## src/rtl/ysyx_22050598_axi_m.sv

```systemverilog
// AXI4 master bridge: one outstanding cache/LSU request becomes a one- or two-beat 64-bit burst.
// Optional bus watchdog enabled by defining YSYX_22050598_AXI_M_TIMEOUT_EN.
module ysyx_22050598_axi_m #(
    parameter int unsigned C_M_AXI_ID_WIDTH   = 1,
    parameter int unsigned C_M_AXI_DATA_WIDTH = 64,
    parameter int unsigned C_M_AXI_ADDR_WIDTH = 64
) (
    input  logic                                  M_AXI_ACLK,
    input  logic                                  M_AXI_ARESET,
    input  logic                                  req_valid,
    output logic                                  req_ready,
    input  logic                                  req_wen,
    input  logic                                  req_len,
    input  logic [2:0]                            req_size,
    input  logic [C_M_AXI_ADDR_WIDTH-1:0]         req_addr,
    input  logic [2*C_M_AXI_DATA_WIDTH-1:0]       req_wdata,
    input  logic [2*C_M_AXI_DATA_WIDTH/8-1:0]     req_wstrb,
    output logic                                  resp_valid,
    input  logic                                  resp_ready,
    output logic [2*C_M_AXI_DATA_WIDTH-1:0]       resp_rdata,
    output logic                                  resp_err,
    output logic [C_M_AXI_ID_WIDTH-1:0]           M_AXI_AWID,
    output logic [C_M_AXI_ADDR_WIDTH-1:0]         M_AXI_AWADDR,
    output logic [7:0]                            M_AXI_AWLEN,
    output logic [2:0]                            M_AXI_AWSIZE,
    output logic [1:0]                            M_AXI_AWBURST,
    output logic                                  M_AXI_AWLOCK,
    output logic [3:0]                            M_AXI_AWCACHE,
    output logic [2:0]                            M_AXI_AWPROT,
    output logic [3:0]                            M_AXI_AWQOS,
    output logic                                  M_AXI_AWVALID,
    input  logic                                  M_AXI_AWREADY,
    output logic [C_M_AXI_DATA_WIDTH-1:0]         M_AXI_WDATA,
    output logic [C_M_AXI_DATA_WIDTH/8-1:0]       M_AXI_WSTRB,
    output logic                                  M_AXI_WLAST,
    output logic                                  M_AXI_WVALID,
    input  logic                                  M_AXI_WREADY,
    input  logic [C_M_AXI_ID_WIDTH-1:0]           M_AXI_BID,
    input  logic [1:0]                            M_AXI_BRESP,
    input  logic                                  M_AXI_BVALID,
    output logic                                  M_AXI_BREADY,
    output logic [C_M_AXI_ID_WIDTH-1:0]           M_AXI_ARID,
    output logic [C_M_AXI_ADDR_WIDTH-1:0]         M_AXI_ARADDR,
    output logic [7:0]                            M_AXI_ARLEN,
    output logic [2:0]                            M_AXI_ARSIZE,
    output logic [1:0]                            M_AXI_ARBURST,
    output logic                                  M_AXI_ARLOCK,
    output logic [3:0]                            M_AXI_ARCACHE,
    output logic [2:0]                            M_AXI_ARPROT,
    output logic [3:0]                            M_AXI_ARQOS,
    output logic                                  M_AXI_ARVALID,
    input  logic                                  M_AXI_ARREADY,
    input  logic [C_M_AXI_ID_WIDTH-1:0]           M_AXI_RID,
    input  logic [C_M_AXI_DATA_WIDTH-1:0]         M_AXI_RDATA,
    input  logic [1:0]                            M_AXI_RRESP,
    input  logic                                  M_AXI_RLAST,
    input  logic                                  M_AXI_RVALID,
    output logic                                  M_AXI_RREADY
);
    localparam int unsigned DW = C_M_AXI_DATA_WIDTH;
    localparam int unsigned SW = C_M_AXI_DATA_WIDTH / 8;

    typedef enum logic [2:0] {StIdle, StAr, StR, StAw, StW, StB, StResp} state_e;

    state_e                          state_q;
    logic                            len_q;
    logic [2:0]                      ax_size_q;
    logic [C_M_AXI_ADDR_WIDTH-1:0]   ax_addr_q;
    logic [2*DW-1:0]                 wdata_q;
    logic [2*SW-1:0]                 wstrb_q;
    logic [2*DW-1:0]                 rdata_q;
    logic                            beat_cnt_q;
    logic                            err_q;
    logic                            drop_q;

    // IDs are constant, so returned IDs carry no information.
    logic unused_id;
    assign unused_id = ^{M_AXI_BID, M_AXI_RID};

`ifdef YSYX_22050598_AXI_M_TIMEOUT_EN
    logic [9:0] wdog_q;
    logic       bus_hs;
    assign bus_hs = (M_AXI_ARVALID & M_AXI_ARREADY) | (M_AXI_RREADY & M_AXI_RVALID) |
                    (M_AXI_AWVALID & M_AXI_AWREADY) | (M_AXI_WVALID & M_AXI_WREADY) |
                    (M_AXI_BREADY & M_AXI_BVALID);
`endif

    always_ff @(posedge M_AXI_ACLK) begin
        if (M_AXI_ARESET) begin
            state_q    <= StIdle;
            len_q      <= 1'b0;
            ax_size_q  <= 3'b000;
            ax_addr_q  <= '0;
            wdata_q    <= '0;
            wstrb_q    <= '0;
            rdata_q    <= '0;
            beat_cnt_q <= 1'b0;
            err_q      <= 1'b0;
            drop_q     <= 1'b0;
`ifdef YSYX_22050598_AXI_M_TIMEOUT_EN
            wdog_q     <= '0;
`endif
        end else begin
            unique case (state_q)
                StIdle: begin
                    if (req_valid) begin
                        len_q     <= req_len;
                        ax_size_q <= req_len ? 3'b011 : req_size;
                        ax_addr_q <= req_len ? {req_addr[C_M_AXI_ADDR_WIDTH-1:4], 4'b0000}
                                             : req_addr;
                        wdata_q   <= req_wdata;
                        wstrb_q   <= req_wstrb;
                        rdata_q   <= '0;
                        state_q   <= req_wen ? StAw : StAr;
                    end
                end
                StAr: if (M_AXI_ARREADY) state_q <= StR;
                StR: begin
                    if (M_AXI_RVALID) begin
                        // Beats past the expected last one are accepted but discarded.
                        if (!drop_q) begin
                            if (beat_cnt_q) rdata_q[DW +: DW] <= M_AXI_RDATA;
                            else            rdata_q[0 +: DW]  <= M_AXI_RDATA;
                        end
                        if ((M_AXI_RRESP != 2'b00) ||
                            (!drop_q && (M_AXI_RLAST != (beat_cnt_q == len_q)))) begin
                            err_q <= 1'b1;
                        end
                        if (!M_AXI_RLAST && (beat_cnt_q == len_q)) drop_q <= 1'b1;
                        beat_cnt_q <= beat_cnt_q + 1'b1;
                        if (M_AXI_RLAST) state_q <= StResp;
                    end
                end
                StAw: if (M_AXI_AWREADY) state_q <= StW;
                StW: begin
                    if (M_AXI_WREADY) begin
                        if (M_AXI_WLAST) state_q <= StB;
                        else             beat_cnt_q <= beat_cnt_q + 1'b1;
                    end
                end
                StB: begin
                    if (M_AXI_BVALID) begin
                        if (M_AXI_BRESP != 2'b00) err_q <= 1'b1;
                        state_q <= StResp;
                    end
                end
                StResp: begin
                    if (resp_ready) begin
                        beat_cnt_q <= 1'b0;
                        err_q      <= 1'b0;
                        drop_q     <= 1'b0;
                        state_q    <= StIdle;
                    end
                end
                default: state_q <= StIdle;
            endcase
`ifdef YSYX_22050598_AXI_M_TIMEOUT_EN
            if (state_q == StIdle || state_q == StResp || bus_hs) begin
                wdog_q <= '0;
            end else if (wdog_q == 10'h3ff) begin
                wdog_q  <= '0;
                err_q   <= 1'b1;
                state_q <= StResp;
            end else begin
                wdog_q <= wdog_q + 10'd1;
            end
`endif
        end
    end

    assign req_ready     = (state_q == StIdle) && !M_AXI_ARESET;
    assign resp_valid    = (state_q == StResp);
    assign resp_rdata    = rdata_q;
    assign resp_err      = err_q;

    assign M_AXI_ARID    = '0;
    assign M_AXI_ARADDR  = ax_addr_q;
    assign M_AXI_ARLEN   = {7'b0, len_q};
    assign M_AXI_ARSIZE  = ax_size_q;
    assign M_AXI_ARBURST = 2'b01;
    assign M_AXI_ARLOCK  = 1'b0;
    assign M_AXI_ARCACHE = 4'b0000;
    assign M_AXI_ARPROT  = 3'b000;
    assign M_AXI_ARQOS   = 4'b0000;
    assign M_AXI_ARVALID = (state_q == StAr);
    assign M_AXI_RREADY  = (state_q == StR);

    assign M_AXI_AWID    = '0;
    assign M_AXI_AWADDR  = ax_addr_q;
    assign M_AXI_AWLEN   = {7'b0, len_q};
    assign M_AXI_AWSIZE  = ax_size_q;
    assign M_AXI_AWBURST = 2'b01;
    assign M_AXI_AWLOCK  = 1'b0;
    assign M_AXI_AWCACHE = 4'b0000;
    assign M_AXI_AWPROT  = 3'b000;
    assign M_AXI_AWQOS   = 4'b0000;
    assign M_AXI_AWVALID = (state_q == StAw);

    assign M_AXI_WDATA   = beat_cnt_q ? wdata_q[DW +: DW] : wdata_q[0 +: DW];
    assign M_AXI_WSTRB   = beat_cnt_q ? wstrb_q[SW +: SW] : wstrb_q[0 +: SW];
    assign M_AXI_WLAST   = (beat_cnt_q == len_q);
    assign M_AXI_WVALID  = (state_q == StW);
    assign M_AXI_BREADY  = (state_q == StB);

endmodule

```

## config.mk

```make
export PLATFORM = sky130hd
export DESIGN_NAME = ysyx_22050598_axi_m
export DESIGN_NICKNAME = d
export VERILOG_FILES = /design/src/rtl/ysyx_22050598_axi_m.sv
export SDC_FILE = /design/constraint.sdc
export NUM_CORES = 1
export LEC_CHECK = 0
export ABC_AREA = 1
export CAP_MARGIN = 40
export CORE_AREA = 2 2 264 266
export DETAILED_ROUTE_END_ITERATION = 16
export DIE_AREA = 0 0 266 268
export GPL_ROUTABILITY_DRIVEN = 0
export PLACE_DENSITY = 0.59
export SYNTH_ARGS = -nofsm -noshare
export SYNTH_HDL_FRONTEND = slang
export SYNTH_SLANG_ARGS = --single-unit
export TNS_END_PERCENT = 30
```

## constraint.sdc

```tcl
create_clock -name M_AXI_ACLK -period 1.45 [get_ports M_AXI_ACLK]
set_input_delay 0.29 -clock M_AXI_ACLK [delete_from_list [all_inputs] [get_ports M_AXI_ACLK]]
set_output_delay 0.29 -clock M_AXI_ACLK [all_outputs]
set_load 0.02 [all_outputs]
```

# Word-level counts from Yosys, hierarchy flattened
# Index checks and enable logic that the tools add are counted.
[totals] ff_bits=346 out_inout_bits=389
[classes] n_addsub=1 n_eq_ne=24 n_mux=34 n_reduce_logical=21
[op_table] cell="$mux W128" count=3
[op_table] cell="$pmux W128 S2" count=1
[op_table] cell="$mux W64" count=3
[op_table] cell="$mux W3" count=10
[op_table] cell="$pmux W3 S7" count=1
[op_table] cell="$ne A2 B1 Y1 const B" count=8
[op_table] cell="$ne A2 B2 Y1 const B" count=8
[op_table] cell="$reduce_and A5 Y1" count=3
[op_table] cell="$mux W1" count=10
[op_table] cell="$eq A3 B3 Y1 const B" count=3
[op_table] cell="$reduce_and A9 Y1" count=1
[op_table] cell="$mux W8" count=1
[op_table] cell="$reduce_bool A2 Y1" count=4
[op_table] cell="$eq A3 B2 Y1 const B" count=2
[op_table] cell="$pmux W1 S3" count=2
[op_table] cell="$reduce_and A6 Y1" count=1
[op_table] cell="$reduce_bool A3 Y1" count=2
[op_table] cell="$mux W4" count=1
[op_table] cell="$reduce_and A4 Y1" count=1
[op_table] cell="$eq A3 B1 Y1 const B" count=1
[op_table] cell="$logic_and A1 B1 Y1" count=3
[op_table] cell="$logic_not A1 Y1" count=3
[op_table] cell="$logic_not A3 Y1" count=1
[op_table] cell="$mux W2" count=1
[op_table] cell="other kinds (6)" count=6

# Longest topological paths before layout
# Gate-level depths: netlist (run 1).
[logic_depth] depth_word=7 ltp_mapped=12 ltp_nobuf=10

# Worst setup path before layout (run 1)
# OpenSTA, ideal clock, no wires.
[synth_timing] path_kind="register to output" start="reg beat_cnt_q" end="out M_AXI_WDATA[54]" t_arrival_ns=1.449 required_time_ns=1.160 slack_ns=-0.289 stages_incl_launch_ff=6 path_buffers=3 cell_sequence="dfxtp_1 -> clkbuf_1 -> clkbuf_1 -> clkbuf_1 -> nand2_1 -> o21ai_0"
[synth_between] elab_chain_len=1
[synth_lines] element="from (decl)" line="72" rtl="logic beat_cnt_q;"
[synth_lines] element="from (signal assigned)" line="130" rtl="beat_cnt_q <= beat_cnt_q + 1'b1;"
[synth_lines] element="from (signal assigned)" line="138" rtl="else beat_cnt_q <= beat_cnt_q + 1'b1;"
[synth_lines] element="$mux W64" line="199" rtl="assign M_AXI_WDATA = beat_cnt_q ? wdata_q[DW +: DW] : wdata_q[0 +: DW];"
[synth_lines] element="to (decl)" line="33" rtl="output logic [C_M_AXI_DATA_WIDTH-1:0] M_AXI_WDATA,"
# Every way passes these cells.

# Worst setup path in the final report (run 1)
[layout_timing] start="reg beat_cnt_q" end="out M_AXI_WDATA[60]"
# The elaborated chain is that of the path after synthesis.

==> results of run 1 <==
-- worst max-delay path, delay by kind of cell, from the launching register on --
kind / cells / cell delay, ns
buf+inv: 4 / 0.56
compound gates: 1 / 0.07
simple gates: 1 / 0.05
flops: 1 / 0.50
-- layout by cell type, fill, tap and decap left out, types with 44 or more instances in the layout --
master and n:
nor2_1 603, buf_6 60, clkbuf_2 106, o21ai_1 76, conb_1 44, dfxtp_1 328, clkbuf_16 52, o21ai_0 160
a21oi_1 75, buf_4 149, clkdlybuf4s50_1 316, inv_1 280, nand2_1 328, buf_2 115
-- cells by family (layout without fill, tap and decap cells) --
logic type                 count (synthesis)  after routing
DFF                                      346            346
and+or+nand+nor                          989            989
other                                      2             46
buffers and inverters                    537           1166
AOI/OAI and AO/OA                        366            366
adders and majority gates                  1              1
-- timing repair --
item,CTS,global route
setup buffers,9,17
gates cloned,0,7
endpoints found under the setup margin,675,569
resized for setup,996,384
pin swaps,4,19
-- power by group through the flow --
stage | Sequential (mW) | Clock, mW | Combinational (mW)
global route | 15.7 | 11.8 | 31.1
CTS | 15.2 | 11.4 | 27.6
detailed placement | 15.3 | 0 | 28.3
floorplan | 17.7 | 0 | 13.6
finish | 15.3 | 11.0 | 28.3
global placement | 15.3 | 0 | 28.2
-- sequential cells by signal (all words and copies together) (netlist names) --
| name | count |
|---|---|
| M_AXI_ARADDR | 64 |
| M_AXI_ARSIZE | 3 |
| beat_cnt_q | 1 |
| drop_q | 1 |
| len_q | 1 |
| resp_err | 1 |
| resp_rdata | 128 |
| state_q | 3 |
| wdata_q | 128 |
| wstrb_q | 16 |
-- per-stage QoR --
step           hold WS (ns)  setup slack (ns)  power, mW  setup TNS (ns)
6_report              0.294            -0.600       54.6          -89.94
5_1_grt               0.276            -0.663       58.6         -137.36
4_1_cts               0.255            -0.682       54.2         -144.99
3_5_place_dp          0.440            -0.529       43.6         -164.63
3_3_place_gp          0.435            -0.507       43.5         -160.33
2_1_floorplan         0.425           -0.0249       31.4           -2.78
-- cell type report --
class | count | area [µm²] | share of cell area
Clock buffer | 63 | 1320 | 0.0551
Clock inverter | 15 | 144 | 0.00599
Tap cell | 882 | 1100 | 0.0460
Antenna cell | 2 | 5.00 | 0.000208
Inverter | 289 | 1120 | 0.0465
Sequential cell | 346 | 6960 | 0.290
Multi-Input combinational cell | 1400 | 6310 | 0.263
Timing Repair Buffer | 799 | 7040 | 0.293
-- routing by layer --
layer / up-vias / GRT usage / share of wire
met1: 6819 / 0.175 / 0.42
met5: - / 0 / 0
met2: 466 / 0.257 / 0.49
li1: 7911 / - / -
met4: 0 / 0.0436 / 0.023
met3: 71 / 0.0411 / 0.074
-- worst max-delay path by stage --
stage | startpoint | to | cells past startpoint
2_1_floorplan | state_q[0] | resp_rdata[121] | 12
3_3_place_gp | req_valid | resp_rdata[66] | 9
3_5_place_dp | req_valid | resp_rdata[66] | 9
4_1_cts | beat_cnt_q | M_AXI_WDATA[14] | 5
5_1_grt | beat_cnt_q | M_AXI_WDATA[6] | 4
6_report | beat_cnt_q | M_AXI_WDATA[60] | 6
==> reports/metrics.cfg, run 1 <==
[outcome]
status=finished, violations left
violations=setup timing

[power]
switching_power_mw=23.4
p_comb_frac=0.519
irDropWorstVdd_v=0.000998
p_per_area_nw_per_um2=2270
intPower_mw=31.2
p_clk_frac=0.201
sequentialPowerShare=0.280
p_leak_nw=11.7
swShare=0.428

[setup_path]
endpoint_kind=output port
arrival_ns=1.76
rrSetupSlack_ns=-0.29
critPathSlowestCell=dfxtp_4
worstReg2RegStart=beat_cnt_q
worst-path-max-fanout=8
crit_chain=buf_12, buf_12, buf_8, nand2_4, o21ai_1, buf_4
start_kind=register
r2r_cells=9
slowest_delay_ns=0.50
crit_type=reg2out
required_ns=1.16
cp_common_cell=buf_12
r2r_end=resp_rdata[20]

[sta]
hold_viol=0
fin_worst_skew_ns=0.0122
slew_headroom=0.632
fmax_ghz=0.488
worstMarginPinSlew_ns=0.552
fin_crit_ns=2.05
finalCritPeriodShare=1.41
finalSetupViolations=429
maxSlewViolCount=0
fin_ws_ns=-0.600
rsz0062_at_grt=yes

[floorplan]
start_util=0.223
fp-row-count=96
fp.dieArea_um2=71300
die_x_um=266
ios=682
die_y_um=268
fp.coreArea_um2=68200

[yosys]
synth-seq-cells=346
yosys_most_used_dff=dfxtp_1
synth_seq_area_share=0.456
synth-edff-count=0
synth-adder-area-share=0.000823
ys_top_cells_by_count=nor2_1 (610), nand2_1 (361), dfxtp_1 (346), inv_1 (284), o21ai_0 (217)
yosys.area.top_type_share=0.456
synthMuxAreaShare=0
synth_area_leaders=dfxtp_1 (46%), nor2_1 (15%), nand2_1 (8.9%)
yosysWarnings=0
synth_compound_area_frac=0.122
yosysMostFrequentCell=nor2_1
synth_xor_area_frac=0
synthesis.area_um2=15200
async_flop_share=0
syn_inst=2241
yosys.area_share.simple=0.249
synth_top_family_by_area=simple AND/OR/NAND/NOR gates
ys_types=26
yosysTopAreaCell=dfxtp_1
syn_area_per_cell_um2=6.78

[finish]
fin_nets=3172
syn2layout_area_growth_pct=58.0
fin_area_um2=24000
stdcell_count=3796
fin_util=0.352
fillers=7379
drive_above_1_share=0.234

[run]
cap_violations=0

[worst_hold_path]
min_from=req_size[2]
holdCritPathClass=in2reg
hold_path_depth=3
hold_path_end=M_AXI_ARSIZE[2]

[clock_tree]
clk-insertion-delay-late_ns=0.55
cts_hold_buf=0
cts_made_buffers=42
cts_sinks=346
clk_pin_slew_ns=0.06
htreeDepth=2
clk_path_buf_depth=3
cts_tree=done
cts-root-buf=clkbuf_16

[global_route]
grt_max_degree=64
antenna_found_initial=2
track_usage=0.147
grt_pass1_vias=14200
grt_pass1_wl_um=82000
overflow=0

[placement]
numPortBuffers=635
dp_hpwl_um=41100
dp_cells=3684
dpl_cell_area_um2=22700

[route]
viasPerCell=4.02
wire_per_inst_um=14.8
drt_iter0_drc=721
vias=15300
dr.pass1.iters=7
drc=0
totalWireLength_um=56100
ant_nets=0

No activity file was read; power rests on OpenSTA's default activity.
==> run 2: changes to the inputs <==
--- a/config.mk
+++ b/config.mk
@@ -15,4 +15,3 @@
 export SYNTH_ARGS = -nofsm -noshare
 export SYNTH_HDL_FRONTEND = slang
 export SYNTH_SLANG_ARGS = --single-unit
-export TNS_END_PERCENT = 30
==> run 2 against run 1 <==
Compared with the run above: the run still ends with setup timing left; combinational power increased by 24%; flip-flop and latch count is the same; design area up 8.8%; sequential power barely moved; register-to-register slack worse by 0.03 ns; largest cell class unchanged.
==> reports/metrics.cfg, run 2 (synthesis results as in run 1) <==
[placement]
dpl_cell_area_um2=23000  ; +1.1%
dp_cells=3717  ; +0.90%
dp_hpwl_um=41300  ; +0.43%
numPortBuffers=635  ; unchanged
pre_cts_slack_ns=-0.509  ; +0.0198 ns

[setup_path]
crit_type=reg2out
required_ns=1.16  ; about the same
critPathSlowestCell=dfxtp_4
crit_chain=buf_12, buf_12, buf_16, o21ai_1, buf_4
arrival_ns=1.68  ; -0.08 ns
cp_common_cell=buf_12
r2r_cells=10  ; +1
start_kind=register
worst-path-max-fanout=8  ; unchanged
path_delay_family=buffers and inverters
path_depth=5  ; -1
endpoint_kind=output port
slowest_delay_ns=0.38  ; -0.12 ns
path_buf_inv=4  ; unchanged

[sta]
fin_crit_ns=1.97  ; -0.0783 ns
finalSetupViolations=425  ; -0.93%
finalCritPeriodShare=1.36  ; -0.0540
fin_ws_ns=-0.522  ; +0.0783 ns
maxSlewViolCount=0  ; unchanged
fin_worst_skew_ns=0.0220  ; +0.00971 ns
fmax_ghz=0.507  ; +4.0%
hold_viol=0  ; unchanged
rsz0062_at_grt=yes

[power]
total_power_mw=61.0  ; +12%
p_per_area_nw_per_um2=2340  ; +2.7%
irDropWorstVdd_v=0.000964  ; -3.5%
p_leak_nw=12.6  ; +7.7%

[clock_tree]
cts_sinks=346  ; unchanged
clk_pin_slew_ns=0.06  ; about the same
cts-root-buf=clkbuf_16
clk_path_buf_depth=3  ; unchanged
htreeDepth=2  ; unchanged
clk-insertion-delay-late_ns=0.57  ; +0.02 ns
cts_tree=done
cts_made_buffers=42  ; unchanged

[floorplan]
fp-row-count=96  ; unchanged
fp.coreArea_um2=68200  ; unchanged
ios=682  ; unchanged
die_y_um=268  ; unchanged
start_util=0.223  ; unchanged
fp.dieArea_um2=71300  ; unchanged
die_x_um=266  ; unchanged

[route]
vias=16000  ; +4.5%
drt_iter0_drc=756  ; +4.9%
dr.pass1.iters=5  ; -2
viasPerCell=4.10  ; +2.0%
totalWireLength_um=61100  ; +8.9%
drc=0  ; unchanged
wire_per_inst_um=15.7  ; +6.3%
ant_nets=0  ; unchanged

[global_route]
antenna_found_initial=2  ; unchanged
top_usage_layer=met2
grt_pass1_vias=15000  ; +5.5%
grt_pass1_wl_um=87300  ; +6.5%
grt_max_degree=48  ; -25%
grtUsageMet1=0.196  ; +0.0213
track_usage=0.157  ; +0.0106
overflow=0  ; unchanged
grtUsageMet3=0.0384  ; -0.00266
globalRouteMet2Util=0.267  ; +0.0102

[finish]
stdcell_count=3889  ; +2.4%
final_common_cell=nor2_1
fin_util=0.383  ; +0.0311
fin_nets=3266  ; +3.0%
syn2layout_area_growth_pct=71.9
layout_common_cells=nor2_1 (548), dfxtp_1 (324), nand2_1 (293)
drive_above_1_share=0.315  ; +0.0818
fin_area_um2=26100  ; +8.8%

[outcome]
violations=setup timing
status=finished, violations left

[worst_hold_path]
holdCritPathClass=in2reg
hold_path_depth=3  ; unchanged

[run]
cap_violations=0  ; unchanged

==> run 2: tightest hold or removal path, stage by stage <==
cell             delay [ns]
clkdlybuf4s50_1        0.39
nand2_1                0.06
a21oi_1                0.05
==> run 2: final timing paths <==
kind,start,to,slack (ns)
min reg2reg,wdata_q[51],wdata_q[51],0.45
max reg2reg,beat_cnt_q,resp_err,-0.32
min,req_size[2],M_AXI_ARSIZE[2],0.27
max,beat_cnt_q,M_AXI_WDATA[54],-0.52
==> run 2: what timing repair did <==
item / CTS / global route
endpoints found under the setup margin: 690 / 460
buffers inserted: 49 / 25
pin swaps: 47 / 69
gates resized for setup: 1759 / 313
hold buffers: 0 / 0
gates cloned: 18 / 14
hold endpoints to repair: 0 / 0
==> run 2: power breakdown <==
group          switching, mW  leakage (nW)  internal (mW)
registers               2.06          2.86           13.2
logic                   19.5          8.99           15.6
clock network           4.34         0.699           6.43
total                   25.9          12.6           35.2
==> run 2: layer usage <==
metal	vias up	share of wire	wire length [µm]
li1	8119	-	-
met1	7228	0.42	25800
met2	519	0.48	29300
met3	92	0.067	4110
met4	0	0.030	1840
met5	-	0	0
==> run 2: per-stage QoR <==
step	hold slack [ns]	setup TNS (ns)
floorplan	0.425	-2.77
global placement	0.433	-167.66
detailed placement	0.437	-171.90
CTS	0.219	-89.89
global route	0.279	-129.55
finish	0.265	-96.20
==> run 2: area by class of cell <==
type	count	area, µm²
multi-input cells	1400	6950
fillers	7085	42100
well taps	882	1100
clock buffers	60	1230
diodes	4	10.0
inverters	289	1120
flip-flops and latches	346	6960
clock inverters	15	173
repair buffers	892	8560
repair inverters	1	20.0
==> run 3: changes to the inputs <==
--- a/config.mk
+++ b/config.mk
@@ -6,7 +6,7 @@
 export NUM_CORES = 1
 export LEC_CHECK = 0
 export ABC_AREA = 1
-export CAP_MARGIN = 40
+export CAP_MARGIN = 20
 export CORE_AREA = 2 2 264 266
 export DETAILED_ROUTE_END_ITERATION = 16
 export DIE_AREA = 0 0 266 268
==> results of run 3 <==
The final DEF is identical to that of run 2; final timing and power are the same.
